## src/rtl/keypad_entry_ctrl.sv

```systemverilog
// Keypad entry sequencer: debounces scanner codes into single press events and
// collects a BCD number through a start / entry / confirm dialogue.
module keypad_entry_ctrl #(
  parameter int DEBOUNCE_CYCLES = 500000,
  parameter int CNT_W           = 20,
  parameter int DIGITS          = 4
) (
  input  logic                           clk,
  input  logic                           rst,
  input  logic [3:0]                     key,
  input  logic                           value_ready,
  output logic [4*DIGITS-1:0]            value_bcd,
  output logic [$clog2(DIGITS+1)-1:0]    digit_count,
  output logic                           value_valid,
  output logic                           busy,
  output logic                           start_pulse,
  output logic                           clear_pulse,
  output logic                           overflow_pulse,
  output logic [1:0]                     state_dbg
);

  localparam logic [3:0] KEY_START   = 4'hA;
  localparam logic [3:0] KEY_CLEAR   = 4'hB;
  localparam logic [3:0] KEY_CONFIRM = 4'hC;
  localparam logic [3:0] KEY_NONE    = 4'hD;

  localparam int                 DC_W    = $clog2(DIGITS + 1);
  localparam logic [DC_W-1:0]    FULL    = DC_W'(DIGITS);
  localparam logic [CNT_W-1:0]   CNT_HIT = CNT_W'(DEBOUNCE_CYCLES - 1);
  localparam logic [CNT_W-1:0]   CNT_MAX = {CNT_W{1'b1}};

  typedef enum logic [1:0] {
    IDLE     = 2'd0,
    ENTRY    = 2'd1,
    WAIT_ACK = 2'd2
  } state_t;

  state_t             state;
  logic [3:0]         key_q;
  logic [3:0]         stable_key;
  logic [3:0]         stable_prev;
  logic [CNT_W-1:0]   cnt;
  logic               evt;
  logic [3:0]         evt_code;
  logic               evt_is_digit;

  assign state_dbg    = state;
  assign evt_is_digit = (evt_code <= 4'd9);

  // Debounce and press detection. An event needs the stable code to pass
  // through "no key" first, so sliding from one key to another is silent.
  always_ff @(posedge clk) begin
    if (rst) begin
      key_q       <= KEY_NONE;
      stable_key  <= KEY_NONE;
      stable_prev <= KEY_NONE;
      cnt         <= '0;
      evt         <= 1'b0;
      evt_code    <= KEY_NONE;
    end else begin
      key_q <= key;
      if (key != key_q) begin
        cnt <= '0;
      end else if (cnt != CNT_MAX) begin
        cnt <= cnt + 1'b1;
      end
      if ((key == key_q) && (cnt == CNT_HIT)) begin
        stable_key <= key_q;
      end
      stable_prev <= stable_key;
      evt         <= (stable_prev == KEY_NONE) && (stable_key != KEY_NONE);
      evt_code    <= stable_key;
    end
  end

  // Valid/ready: value_valid rises on confirm and holds, with value_bcd and
  // digit_count frozen, until value_ready is sampled high on a clock edge.
  always_ff @(posedge clk) begin
    if (rst) begin
      state          <= IDLE;
      value_bcd      <= '0;
      digit_count    <= '0;
      value_valid    <= 1'b0;
      busy           <= 1'b0;
      start_pulse    <= 1'b0;
      clear_pulse    <= 1'b0;
      overflow_pulse <= 1'b0;
    end else begin
      start_pulse    <= 1'b0;
      clear_pulse    <= 1'b0;
      overflow_pulse <= 1'b0;
      case (state)
        IDLE: begin
          if (evt && (evt_code == KEY_START)) begin
            state       <= ENTRY;
            busy        <= 1'b1;
            value_bcd   <= '0;
            digit_count <= '0;
            start_pulse <= 1'b1;
          end
        end
        ENTRY: begin
          if (evt) begin
            if (evt_is_digit) begin
              if (digit_count < FULL) begin
                value_bcd   <= {value_bcd[4*DIGITS-5:0], evt_code};
                digit_count <= digit_count + 1'b1;
              end else begin
                overflow_pulse <= 1'b1;
              end
            end else if (evt_code == KEY_CLEAR) begin
              value_bcd   <= '0;
              digit_count <= '0;
              clear_pulse <= 1'b1;
            end else if (evt_code == KEY_START) begin
              value_bcd   <= '0;
              digit_count <= '0;
              start_pulse <= 1'b1;
            end else if ((evt_code == KEY_CONFIRM) && (digit_count != '0)) begin
              state       <= WAIT_ACK;
              value_valid <= 1'b1;
            end
          end
        end
        WAIT_ACK: begin
          if (value_ready) begin
            state       <= IDLE;
            value_valid <= 1'b0;
            busy        <= 1'b0;
          end
        end
        default: begin
          state       <= IDLE;
          value_valid <= 1'b0;
          busy        <= 1'b0;
        end
      endcase
    end
  end

endmodule

```

## config.mk

```make
export PLATFORM = sky130hd
export DESIGN_NAME = keypad_entry_ctrl
export DESIGN_NICKNAME = d
export VERILOG_FILES = /design/src/rtl/keypad_entry_ctrl.sv
export SDC_FILE = /design/constraint.sdc
export NUM_CORES = 1
export LEC_CHECK = 0
export ABC_AREA = 1
export BUFFER_PORTS_ARGS = -buffer_cell sky130_fd_sc_hd__buf_2
export CELL_PAD_IN_SITES_DETAIL_PLACEMENT = 0
export CELL_PAD_IN_SITES_GLOBAL_PLACEMENT = 1
export CORE_MARGIN = 3
export CORE_UTILIZATION = 44
export CTS_BUF_LIST = sky130_fd_sc_hd__clkbuf_4 sky130_fd_sc_hd__clkbuf_8
export CTS_CLUSTER_SIZE = 40
export DETAILED_ROUTE_END_ITERATION = 12
export PLACE_DENSITY = 0.9
export SLEW_MARGIN = 20
export SYNTH_ARGS = -nofsm -noshare
export SYNTH_HDL_FRONTEND = slang
export SYNTH_SLANG_ARGS = --single-unit
export TNS_END_PERCENT = 1
```

## constraint.sdc

```tcl
create_clock -name clk -period 2.1 [get_ports clk]
set_clock_uncertainty 0.15 [all_clocks]
set_input_delay 0.21 -clock clk [delete_from_list [all_inputs] [get_ports clk]]
set_output_delay 0.21 -clock clk [all_outputs]
set_load 0.01 [all_outputs]
```

# After elaboration in Yosys (flattened, before gate mapping)
# Cells that the tools add are included.
# word_totals
out_inout_bits	26
regBits	59
# classes
reduce_logical	14
n_lt_le_gt_ge	2
add_sub_neg	2
n_eq_ne	20
n_mux	39
n_bitwise	4
# ops
op	n
2-to-1 mux 16 bit	6
one-hot mux 16 bit (2 select lines)	1
adder 20 x 1 -> 20 bit (second input constant)	1
== test 20 x 19 -> 1 bit (second input constant)	1
inequality test 20 bit (second input constant)	1
2-to-1 mux 3 bit	6
== test 4 bit (second input constant)	4
2-to-1 mux 1 bit	14
2-to-1 mux 2 bit	7
inequality test 2 bit (second input constant)	7
AND reduction 7 bit	2
inequality test 4 bit (second input constant)	2
OR reduction 4 bit	2
one-hot mux 1 bit (3 select lines)	2
one-hot mux 2 bit (3 select lines)	1
one-hot mux 3 bit (2 select lines)	1
AND reduction 5 bit	1
== test 4 bit	1
<= comparator 4 bit (second input constant)	1
logical AND 1 bit	4
inequality test 4 bit	1
inverter 1 bit	4
adder 3 x 1 -> 3 bit (second input constant)	1
< comparator 3 bit (second input constant)	1
9 further kinds	9

# Depth between registers and ports, before layout
# depth
word_depth	8
depth_mapped	10
depth_no_buf	9

# Least setup slack after synthesis
# No wires, ideal clock.
# synth_timing
kind	register -> register
from	reg cnt[0]
to	reg cnt[18]
arrival_time_ns	1.345
stages_incl_launch_ff	9
period_less_slack_ns	1.611
path_slack_ns	0.489
path_buffers	0
path_cell_list	dfxtp_1 > ha_1 > nand3_1 > inv_2 > nand2_1 > nor2_1 > nand3_1 > o21ai_0 > nor2_1
# synth_between
elab_chain_cells	1
elab_cells_between_ends	2
cone_classes	1 x add/sub; 1 x eq/ne
# synth_lines
element	line	text
start: declaration	42	logic [CNT_W-1:0] cnt;
start signal: assignment	65	cnt <= cnt + 1'b1;
adder 20 x 1 -> 20 bit or inequality test 20 bit (tied branches)	65, 64	
# Several ways; a longest one is shown, not always the timed one.
# A chain may end at the register's enable or synchronous reset.

# Final worst setup path
# layout_timing
from	reg cnt[1]
to	reg cnt[18]
# Same word-level chain as after synthesis.

==> key figures <==
Status
  • Status: completed

Timing
  • RSZ-0062 raised after global routing: no
  • Slew headroom: 0.680
  • Final period util: 0.863
  • Final hold violation count: 0
  • Fin Setup TNS: 0 ns
  • Pins Over Slew Limit: 0
  • Max frequency: ~550 MHz
  • Final setup violating endpoints: 0
  • Worst hold slack: ~0.05 ns
  • Slew @ Worst Pin: about 0.48 ns
  • Post-layout min period: roughly 1.8 ns

Cells and area
  • Non-filler cells in the finished layout: around 520
  • Cell area after layout: between 3000 and 4000 sq um
  • # diodes: 0
  • Filler Cells Inserted: between 600 and 700
  • Layout Nets: 450
  • Area grow syn2layout: 15.8%
  • Share of cells above drive strength 1: 0.200
  • Storage cell area: between 1000 and 1500 sq um
  • Area of the multi-input gates: approximately 1500 sq um

Logic synthesis
  • Top cells by count, synth: nand2_1 (88), nand3_1 (66), dfxtp_1 (59)
  • Number of synthesized flops with an enable pin: 0
  • Mapped Avg Cell Area: approximately 7.3 sq um
  • Synth unique cells: 34
  • Top post-synthesis cells by area: dfxtp_1 (41%), nand2_1 (11%), nand3_1 (11%), inv_1 (5.8%), nor2_1 (5.3%)
  • Share of Yosys cell area claimed by the top area cell type: 0.405
  • Synthesis Warnings: 0
  • Leading area contributor after synthesis: dfxtp_1
  • Synth async-reset ratio: 0
  • Most numerous cell in the Yosys netlist: nand2_1
  • #FFs+latches synth: a little under 60
  • Most used DFF post-synth: dfxtp_1
  • Sequential share of the synthesized area: 0.405
  • Post-Syn Area: ~3000 sq um
  • Net Count, Synth: 410
  • Mapped Cells: 400

Power
  • Pleak: approximately 1.5 nW
  • VDD IR-drop max: ~0.5 mV
  • Power Dens Cells: between 600 and 700 nW/um^2

Floorplanning
  • Die width: 87.4 um
  • Starting Density: 0.456
  • Total Die Area: approximately 7600 sq um
  • Placement Rows: 29
  • IO Count: 33
  • Core Footprint: between 6000 and 7000 sq um
  • Die Height: between 80 and 90 um

Worst hold path
  • Worst hold stages: 2
  • Worst hold path class: input pin to flop
  • Endpoint, Worst Hold: evt_code[1]$_SDFF_PP0_
  • Worst hold start: rst

Route
  • DR vias/cell: between 5 and 6
  • DRT iter0 DRCs: about 100
  • Routed len/inst: around 12 um
  • DRC: 0
  • DR vias: 2,648
  • 1st-pass router iterations: 4
  • DRT Wirelength: roughly 6000 um
  • DRT antenna net count: 0

CTS
  • # hold bufs at CTS: 4
  • TritonCTS Buffers: 9
  • Setup bufs post-CTS: 0
  • CTS max path bufs: 2
  • Root Buffer: clkbuf_8
  • CTS clk-pin slew, worst paths: ~0.060 ns
  • CTS tree: built
  • H-tree depth: 3
  • Cts repair resizes: 0
  • CTS Sinks: ~60
  • Worst-Skew Late Latency: 0.33 ns

Worst setup path
  • CP startpoint: cnt[1]$_SDFFE_PP0P_
  • Reg2reg end: cnt[18]$_SDFFE_PP0P_
  • Reg2reg setup slack: between 0.2 and 0.3 ns
  • R2r startpoint: cnt[1]$_SDFFE_PP0P_
  • Critical path required time: ~2.2 ns
  • Critical Path AT: around 1.9 ns
  • Worst Path Class, Setup: flop to flop
  • Crit path max fanout: 4
  • Worst setup SP type: flop
  • R2r worst-path depth: 8
  • Critical Path End Type: flop

Place
  • Cell Area, Placed: ~3100 sq um
  • Placed wire-length estimate: about 4500 um
  • Gpl congestion: ~0.84
  • Placed cell count: around 500
  • Input/output buffers: 32

Global route
  • Total gr overflow: 0
  • Initial antenna violation count: 0
  • GR Util All Layers: 0.176
  • Vias in the first global route: 2,352
  • First-pass GRT wire length: approximately 11,000 um
  • Largest net degree at the start of global routing: 36

Job
  • Max-Cap Viols: 0
-- power by group --
| part | internal, W | switching (W) | total [W] | leakage [nW] |
|---|---|---|---|---|
| logic | 0.0000271 | 0.0000445 | 0.0000717 | 0.882 |
| clock network | 0.000631 | 0.000422 | 0.00105 | 0.106 |
| registers | 0.00113 | 0.00000583 | 0.00113 | 0.477 |
-- cells by family after synthesis --
group | Yosys count | synth area share
DFF | 59 | 0.405
and+or+nand+nor | 231 | 0.379
AOI/OAI and AO/OA | 42 | 0.0940
adders and majority gates | 3 | 0.0129
buffers and inverters | 59 | 0.0910
xor gates and xnor gates | 6 | 0.0180
-- layout make-up --
class | instances | area share
flip-flops and latches | 59 | 0.350
multi-input cells | 282 | 0.435
inverters | 47 | 0.0523
well taps | 77 | 0.0286
clock inverters | 2 | 0.0104
clock buffers | 13 | 0.0493
repair buffers | 41 | 0.0742
-- worst max path at each step --
stage                     cells after the start  slack, ns              endpoint
after floorplan                               8       0.49  cnt[18]$_SDFFE_PP0P_
after global placement                        8       0.38   cnt[0]$_SDFFE_PP0P_
after detailed placement                      8       0.33  cnt[18]$_SDFFE_PP0P_
after CTS                                     8       0.32   cnt[1]$_SDFFE_PP0P_
after global routing                          9       0.09  cnt[13]$_SDFFE_PP0P_
final                                         8       0.29  cnt[18]$_SDFFE_PP0P_
-- routing by layer --
layer | vias up | wire, um | global-route usage
li1 | 1389 | - | -
met1 | 1183 | 2980 | 0.238
met2 | 68 | 2690 | 0.262
met3 | 8 | 418 | 0.0653
met4 | 0 | 67 | 0.0474
met5 | - | 0 | 0
-- flip-flops by register name, indices dropped and copies added (netlist names) --
name            flops
key_q               4
start_pulse         1
value_bcd          16
state_dbg           2
clear_pulse         1
value_valid         1
cnt                20
evt_code            4
overflow_pulse      1
digit_count         3
evt                 1
stable_key          4
busy                1
-- through the flow --
stage	utilization	power [W]	setup WS [ns]
after detailed placement	0.490	0.00122	0.330
after CTS	0.528	0.00229	0.320
after global routing	0.528	0.00236	0.0914
after floorplan	-	0.00120	0.489
after global placement	0.490	0.00122	0.384
final	0.528	0.00226	0.289
-- worst max-delay path: stages, from the launching register on --
cell and delay, ns:
dfxtp_1 0.37, ha_1 0.25, nand3_1 0.15, inv_2 0.10, nand2_1 0.09, nor2_1 0.24
nand3_1 0.14, o21ai_0 0.17, nor2_1 0.05
-- cell usage in the layout (no fill, tap or decap), types with 6 or more instances in the layout --
cell type	synthesis	layout
nor2_1	41	41
inv_1	45	45
o21ai_2	14	14
a21oi_1	15	15
dfxtp_1	59	59
nand4_1	7	7
buf_2	5	32
o21ai_0	6	6
nor3_1	6	6
or2_2	6	6
nand3_1	66	66
clkbuf_8	0	11
nand2_1	88	88
Note: power is estimated with default switching activity, not from simulation.
